<file path="config.mk">
export PLATFORM = sky130hd
export DESIGN_NAME = imm_gen_pipe
export DESIGN_NICKNAME = d
export VERILOG_FILES = /design/src/rtl/imm_gen_pipe.sv
export SDC_FILE = /design/constraint.sdc
export NUM_CORES = 1
export LEC_CHECK = 0
export CAP_MARGIN = 20
export CORE_MARGIN = 2
export CORE_UTILIZATION = 41
export CTS_CLUSTER_DIAMETER = 120
export CTS_CLUSTER_SIZE = 30
export DETAILED_ROUTE_END_ITERATION = 7
export GPL_TIMING_DRIVEN = 0
export HOLD_SLACK_MARGIN = 0.06
export PLACE_DENSITY = 0.68
export REMOVE_ABC_BUFFERS = 1
export SLEW_MARGIN = 40
export SYNTH_ARGS = -nofsm -noshare
export SYNTH_HDL_FRONTEND = slang
export SYNTH_SLANG_ARGS = --single-unit
</file>
<file path="constraint.sdc">
create_clock -name clk_i -period 3.6 [get_ports clk_i]
set_input_delay 0.72 -clock clk_i [delete_from_list [all_inputs] [get_ports clk_i]]
set_output_delay 0.72 -clock clk_i [all_outputs]
set_load 0.02 [all_outputs]
</file>
<file path="src/rtl/imm_gen_pipe.sv">
// Two-stage RISC-V immediate generator with valid/ready handshake, flush,
// and a saturating count of delivered illegal opcodes.
module imm_gen_pipe #(
  parameter int XLEN        = 32,
  parameter bit BYTE_OFFSET = 1'b1
) (
  input  logic            clk_i,
  input  logic            rst_i,
  input  logic            flush_i,
  input  logic            in_valid_i,
  output logic            in_ready_o,
  input  logic [31:0]     inst_i,
  output logic            out_valid_o,
  input  logic            out_ready_i,
  output logic [XLEN-1:0] imm_o,
  output logic [2:0]      fmt_o,
  output logic            illegal_o,
  output logic [7:0]      illegal_cnt_o
);

  typedef enum logic [2:0] {
    FMT_R       = 3'd0,
    FMT_I       = 3'd1,
    FMT_S       = 3'd2,
    FMT_B       = 3'd3,
    FMT_U       = 3'd4,
    FMT_J       = 3'd5,
    FMT_SHAMT   = 3'd6,
    FMT_ILLEGAL = 3'd7
  } fmt_e;

  // Opcode bits are consumed by the decoder, so S1 keeps only inst[31:7].
  logic            s1_valid;
  logic [31:7]     s1_inst;
  fmt_e            s1_fmt;
  logic            s2_valid;
  logic [XLEN-1:0] s2_imm;
  fmt_e            s2_fmt;
  logic            s2_illegal;

  fmt_e            in_fmt;
  logic [XLEN-1:0] s1_imm;
  logic [31:0]     imm32;
  logic [5:0]      shamt;
  logic            s1_adv;
  logic            s2_adv;
  logic            out_xfer;

  assign s2_adv     = !s2_valid || out_ready_i;
  assign s1_adv     = !s1_valid || s2_adv;
  assign in_ready_o = s1_adv && !flush_i;
  assign out_xfer   = s2_valid && out_ready_i && !flush_i;

  always_comb begin
    // NOTE: default assigned first so no path through the case leaves in_fmt unassigned (no latch).
    in_fmt = FMT_ILLEGAL;
    case (inst_i[6:0])
      7'b0110011:             in_fmt = FMT_R;
      7'b0000011, 7'b1100111: in_fmt = FMT_I;
      7'b0010011:             in_fmt = (inst_i[13:12] == 2'b01) ? FMT_SHAMT : FMT_I;
      7'b0100011:             in_fmt = FMT_S;
      7'b1100011:             in_fmt = FMT_B;
      7'b0110111, 7'b0010111: in_fmt = FMT_U;
      7'b1101111:             in_fmt = FMT_J;
      default:                in_fmt = FMT_ILLEGAL;
    endcase
  end

  // Assemble a 32-bit sign-extended value first, then widen to XLEN.
  always_comb begin
    imm32 = '0;
    shamt = (XLEN == 64) ? s1_inst[25:20] : {1'b0, s1_inst[24:20]};
    case (s1_fmt)
      FMT_I:   imm32 = {{20{s1_inst[31]}}, s1_inst[31:20]};
      FMT_S:   imm32 = {{20{s1_inst[31]}}, s1_inst[31:25], s1_inst[11:7]};
      FMT_B:   imm32 = {{19{s1_inst[31]}}, s1_inst[31], s1_inst[7], s1_inst[30:25],
                        s1_inst[11:8], 1'b0};
      FMT_U:   imm32 = {s1_inst[31:12], 12'b0};
      FMT_J:   imm32 = {{11{s1_inst[31]}}, s1_inst[31], s1_inst[19:12], s1_inst[20],
                        s1_inst[30:21], 1'b0};
      default: imm32 = '0;
    endcase
    if (!BYTE_OFFSET && (s1_fmt == FMT_B || s1_fmt == FMT_J))
      imm32 = {imm32[31], imm32[31:1]};
    s1_imm = XLEN'($signed(imm32));
    if (s1_fmt == FMT_SHAMT)
      s1_imm = XLEN'(shamt);
  end

  always_ff @(posedge clk_i or negedge rst_i) begin
    if (!rst_i) begin
      s1_valid      <= 1'b0;
      s1_inst       <= '0;
      s1_fmt        <= FMT_R;
      s2_valid      <= 1'b0;
      s2_imm        <= '0;
      s2_fmt        <= FMT_R;
      s2_illegal    <= 1'b0;
      illegal_cnt_o <= 8'd0;
    end else if (flush_i) begin
      // Flush squashes both stages; the S2 word is neither delivered nor counted.
      s1_valid <= 1'b0;
      s2_valid <= 1'b0;
    end else begin
      // NOTE: non-blocking assignments so every stage samples pre-edge values of the others.
      if (s1_adv) begin
        s1_valid <= in_valid_i;
        if (in_valid_i) begin
          s1_inst <= inst_i[31:7];
          s1_fmt  <= in_fmt;
        end
      end
      if (s2_adv) begin
        s2_valid <= s1_valid;
        if (s1_valid) begin
          s2_imm     <= s1_imm;
          s2_fmt     <= s1_fmt;
          s2_illegal <= (s1_fmt == FMT_ILLEGAL);
        end
      end
      if (out_xfer && s2_illegal && illegal_cnt_o != 8'hFF)
        illegal_cnt_o <= illegal_cnt_o + 8'd1;
    end
  end

  assign out_valid_o = s2_valid;
  assign imm_o       = s2_imm;
  assign fmt_o       = s2_fmt;
  assign illegal_o   = s2_illegal;

endmodule

</file>
# Yosys cells after proc, flatten, opt, wreduce, memory -nomap -nowiden
# Cells that the tools add are included.
classes:
  n_mux: 8
  n_eq_ne: 18
  n_bitwise: 1
  addsub: 1
  n_reduce_logical: 17
ops:
  columns: ["operator", "n"]
  rows:
  - ["32-bit case mux with 5 select lines", 1]
  - ["32-bit two-way mux", 1]
  - ["7-bit by 6-bit equality test with 1-bit output (second input constant)", 3]
  - ["7-bit equality test (second input constant)", 3]
  - ["3-bit case mux with 7 select lines", 1]
  - ["7-bit by 5-bit equality test with 1-bit output (second input constant)", 2]
  - ["3-bit equality test (second input constant)", 4]
  - ["8-bit by 1-bit adder with 8-bit output (second input constant)", 1]
  - ["8-bit inequality test (second input constant)", 1]
  - ["7-bit by 2-bit equality test with 1-bit output (second input constant)", 1]
  - ["3-bit by 2-bit equality test with 1-bit output (second input constant)", 2]
  - ["3-bit AND reduction", 2]
  - ["1-bit logical AND", 5]
  - ["1-bit two-way mux", 4]
  - ["2-bit nonzero test", 2]
  - ["2-bit OR reduction", 2]
  - ["3-bit by 1-bit equality test with 1-bit output (second input constant)", 1]
  - ["1-bit logical NOT", 3]
  - ["3-bit two-way mux", 1]
  - ["2-bit by 1-bit equality test with 1-bit output (second input constant)", 1]
  - ["1-bit logical OR", 2]
  - ["2-bit AND reduction", 1]
  - ["1-bit NOT", 1]
word_totals:
  input_bits: 37
  ff_bits: 74
  elab_cells: 53
  output_inout_bits: 46

# Depth between registers and ports, before layout
logic_depth:
  ltp_word: 5
  depth_mapped: 7
  mapped_depth_nobuf: 5

# Worst setup path before layout
# Ideal clock, no wire load.
synth_path:
  path_type: "input to output"
  startpoint: "input port out_ready_i"
  endpoint: "output port in_ready_o"
  arrival_ps: 1197
  t_required_ps: 2880
  path_buffers: 0
  stages: 2
  setup_slack_ps: 1683
  path_cell_list: "and3b_1 nor2_1"
synth_between:
  elab_chain_len: 3
synth_lines:
  columns: ["element", "line_no", "source"]
  rows:
  - ["start: declaration", "14", "input logic out_ready_i,"]
  - ["1-bit logical OR", "49", "assign s2_adv = !s2_valid || out_ready_i;"]
  - ["1-bit logical OR", "50", "assign s1_adv = !s1_valid || s2_adv;"]
  - ["1-bit logical AND", "51", "assign in_ready_o = s1_adv && !flush_i;"]
  - ["end: declaration", "11", "output logic in_ready_o,"]
# Every way passes these cells.

# Worst setup path after layout
# Ends and elaborated chain as after synthesis.

==> reports/results.md <==
| Stage | Result | This run |
|:---|:---|:---|
| worst setup path | Data required time of the critical path | 2880 ps |
| drt | Number of antenna-violating nets in the routed design | 0 |
| global routing | Leftover overflow at the end of global routing | 0 |
| worst setup path | Worst path buffer plus inverter count | 2 |
| logic synthesis | Cell variety after synth | 44 |
| floorplan | Core Rows | 32 |
| layout | Post-route core utilization | 57.0% |
| drt | Total Wirelength | 7010 µm |
| sta | Ratio of final minimum period to clock period | 81.6% |
| worst setup path | Origin of the worst setup path | out_ready_i |
| worst setup path | Slowest stage delay, CP | 610 ps |
| global routing | Via count of the first global-routing pass | 2374 |
| sta | Final min period | 2940 ps |
| worst setup path | Kind of cell adding the most delay to the critical path | buffers and inverters |
| global routing | Maximum number of pins on one net before global-route repair | 42 |
| worst setup path | Crit start category | input pin |
| placement | Final weighted congestion in routability-driven placement | 0.696 |
| drt | Detailed-route vias per instance | 5.14 |
| clock tree | Hold_buf cts | 0 |
| global routing | First-pass GRT wire length | 11700 µm |
| logic synthesis | FFs w/ async S/R, synth | 100% |
| worst setup path | Critical path class | in2out |
| floorplan | Core Region | 7650 µm² |
| drt | Via count | 2387 |
| layout | Ant. Diodes | 0 |
| clock tree | Master cell of the clock root buffer | clkbuf_8 |
| placement | Pre-CTS worst setup slack | 670 ps |
| worst setup path | Crit-path most repeated cell | clkdlybuf4s50_1 |
| drt | Initial DRC Count | 97 |
| logic synthesis | EDFF count, synth | 0 |
| floorplan | Die Area | 8530 µm² |
| floorplan | Chip Width | 92.4 µm |
| sta | Tightest Pin Transition | 737 ps |
| sta | Final setup TNS | 0 ps |
| sta | Worst rel slew slack | 50.8% |
| drt | Number of detailed-route iterations in the first pass | 4 |
| logic synthesis | Mean instance size in the synthesized netlist | 11.5 µm² |
| drt | Total met3 wirelength after detailed routing | 352 µm |
| drt | Number of design rule violations left after detail routing | 0 |
| power | Max rail drop VDD | 0.269 mV |
| clock tree | Clock tree from TritonCTS | built |
| sta | Number of slew-limit violations in the final report | 0 |
| sta | Worst setup margin | 662 ps |
| logic synthesis | Commonest register cell after synthesis | dfrtp_1 |
| logic synthesis | Library cell occupying the most area in the post-synthesis netlist | dfrtp_1 |
| placement | # placed instances | 449 |
| logic synthesis | Leading cell type by number of instances after synthesis | dfrtp_1 |
| worst hold path | Type of the tightest min-delay check | in2async |
| drt | Met1 WL | 3230 µm |
| logic synthesis | Number of synthesis warnings | 0 |
| drt | Met2 wire length | 3340 µm |
| placement | Number of buffers inserted by port buffering | 82 |
| clock tree | Clock Latency Late Sink | 340 ps |
| worst setup path | Worst Setup End Kind | output port |
| worst setup path | Arr. time, crit path | 2220 ps |
| power | PD cells | 516 nW/µm² |
| global routing | Aggregate global-route resource usage | 17.7% |
| layout | Net count of the finished layout | 396 |
| drt | Top metal layer carrying routed signals | met4 |
| status | Outcome | finished, final reports clean |
| logic synthesis | Fraction of synthesized cell area taken by the top area cell type | 57.8% |
| power | Leakage component of the power | 1.80 nW |
| worst setup path | Cell at the slowest stage of the critical path | clkdlybuf4s50_1 |
| logic synthesis | Cell Area, Synth | 3200 µm² |
| global routing | Number of antenna violations at the first check in global routing | 0 |
| clock tree | Num Clock Sinks | 74 |
| drt | DR WL/cell | 15.1 µm |
| sta | Max Clock Freq | 0.340 GHz |
| clock tree | Cts repair resizes | 0 |
| clock tree | Clock transition at the registers of the reported paths | 80 ps |
| logic synthesis | Share of synthesized area occupied by flip-flops and latches | 57.8% |
| clock tree | Number of clock buffers inserted by TritonCTS | 9 |
| sta | Setup repair after global routing missed its margin | false |
| worst setup path | Critical path cell sequence | clkdlybuf4s50_1 > and3b_1 > nor2_1 > clkdlybuf4s50_1 |
| clock tree | H-tree levels | 3 |
| layout | Synth-to-Final Area Change | 36.1% |
| clock tree | Largest buffer count on any clock path | 2 |
| logic synthesis | Number of instances in the synthesized netlist | 278 |
| layout | Layout cell share with drive strength beyond 1 | 15.2% |
| power | Sum of internal, switching and leakage power | 2.25 mW |
| layout | Non-filler instance count after layout | 464 |
| floorplan | Boundary pin count | 83 |
| logic synthesis | Register bit total from synthesis | 74 |
| sta | Final setup vio count | 0 |
| logic synthesis | Main area contributors after synthesis | dfrtp_1 (58%), mux2_2 (9.5%), nand2_1 (4.2%) |
| floorplan | Effective utilization at floorplan | 41.9% |
| sta | Setup skew after layout | 7.13 ps |
| floorplan | Vertical die dimension | 92.4 µm |
| run | Max capacitance violation total | 0 |
| placement | Detail Placement HPWL | 4870 µm |
| clock tree | Setup fix buffers added after clock tree synthesis | 0 |
| logic synthesis | Ranking of synthesized cells by instance count | dfrtp_1 (74), nand2_1 (36), mux2_2 (27), a21oi_1 (22), o21ai_0 (21) |
| worst setup path | Top fanout value on the critical path | 3 |
| layout | # fillers | 671 |
| worst setup path | R2r startpoint | s1_fmt[2] |
| sta | Final count of hold timing violations | 0 |
==> power by group <==
group / internal (mW) / total, mW / switching (mW)
Sequential: 0.944 / 1.03 / 0.0835
Combinational: 0.248 / 0.467 / 0.220
Clock: 0.457 / 0.754 / 0.297
Total: 1.65 / 2.25 / 0.600
==> worst reg2reg max path, cell delays in order, from the launching register on <==
cell and delay [ps]:
dfrtp_1 540, nor2b_1 660, nor2b_2 580, a21oi_1 150, o21ai_0 160
==> metrics by stage <==
step	hold WS (ps)	instance area [µm²]
2_1_floorplan	424	3110
3_3_place_gp	461	4060
3_5_place_dp	465	4130
4_1_cts	288	4360
5_1_grt	306	4360
6_report	286	4360
==> per-layer routing <==
layer	vias to the layer above	global-route usage [%]
met2	67	27.9
li1	1150	-
met5	-	0
met4	0	6.72
met3	8	4.15
met1	1162	23.9
==> cells in the final DEF, fill, tap and decap left out, types with 6 or more instances in the layout <==
cell / netlist / final
nor2_1: 14 / 14
a22o_1: 6 / 6
mux2_2: 27 / 27
clkbuf_8: 0 / 9
o21ai_0: 21 / 21
a21oi_1: 22 / 22
nand2_1: 36 / 36
dfrtp_1: 74 / 74
xnor2_1: 6 / 6
clkdlybuf4s50_1: 0 / 81
==> worst paths after layout <==
check | depth (start not counted) | slack (ps) | endpoint
setup / recovery | 4 | 660 | in_ready_o
hold / removal | 1 | 290 | illegal_cnt_o[7]
setup reg to reg | 4 | 1440 | imm_o[30]
hold reg to reg | 2 | 480 | fmt_o[0]
max in group asynchronous | 2 | 2800 | imm_o[8]
min in group clk_i | 2 | 480 | fmt_o[0]
==> cell families after synthesis <==
| group | after synthesis | synth area share (%) |
|---|---|---|
| AOI/OAI and AO/OA | 70 | 14.1 |
| xor gates and xnor gates | 7 | 1.91 |
| adders and majority gates | 1 | 0.391 |
| buffers and inverters | 18 | 3.05 |
| DFF | 74 | 57.8 |
| muxes | 27 | 9.50 |
| and+or+nand+nor | 81 | 13.2 |
==> state kept, by name, summed over array words and instances (netlist names) <==
name	flops
imm_o	32
out_valid_o	1
fmt_o	3
illegal_cnt_o	8
illegal_o	1
s1_valid	1
s1_inst	25
s1_fmt	3
==> cell type report <==
type / count / area [µm²] / share of cell area [%]
Clock buffer: 10 / 128 / 2.93
Clock inverter: 5 / 104 / 2.38
Inverter: 1 / 3.75 / 0.0861
Multi-Input combinational cell: 186 / 1260 / 29.0
Sequential cell: 74 / 1850 / 42.5
Tap cell: 102 / 128 / 2.93
Timing Repair Buffer: 86 / 881 / 20.2
(Power assumes the default switching activity.)
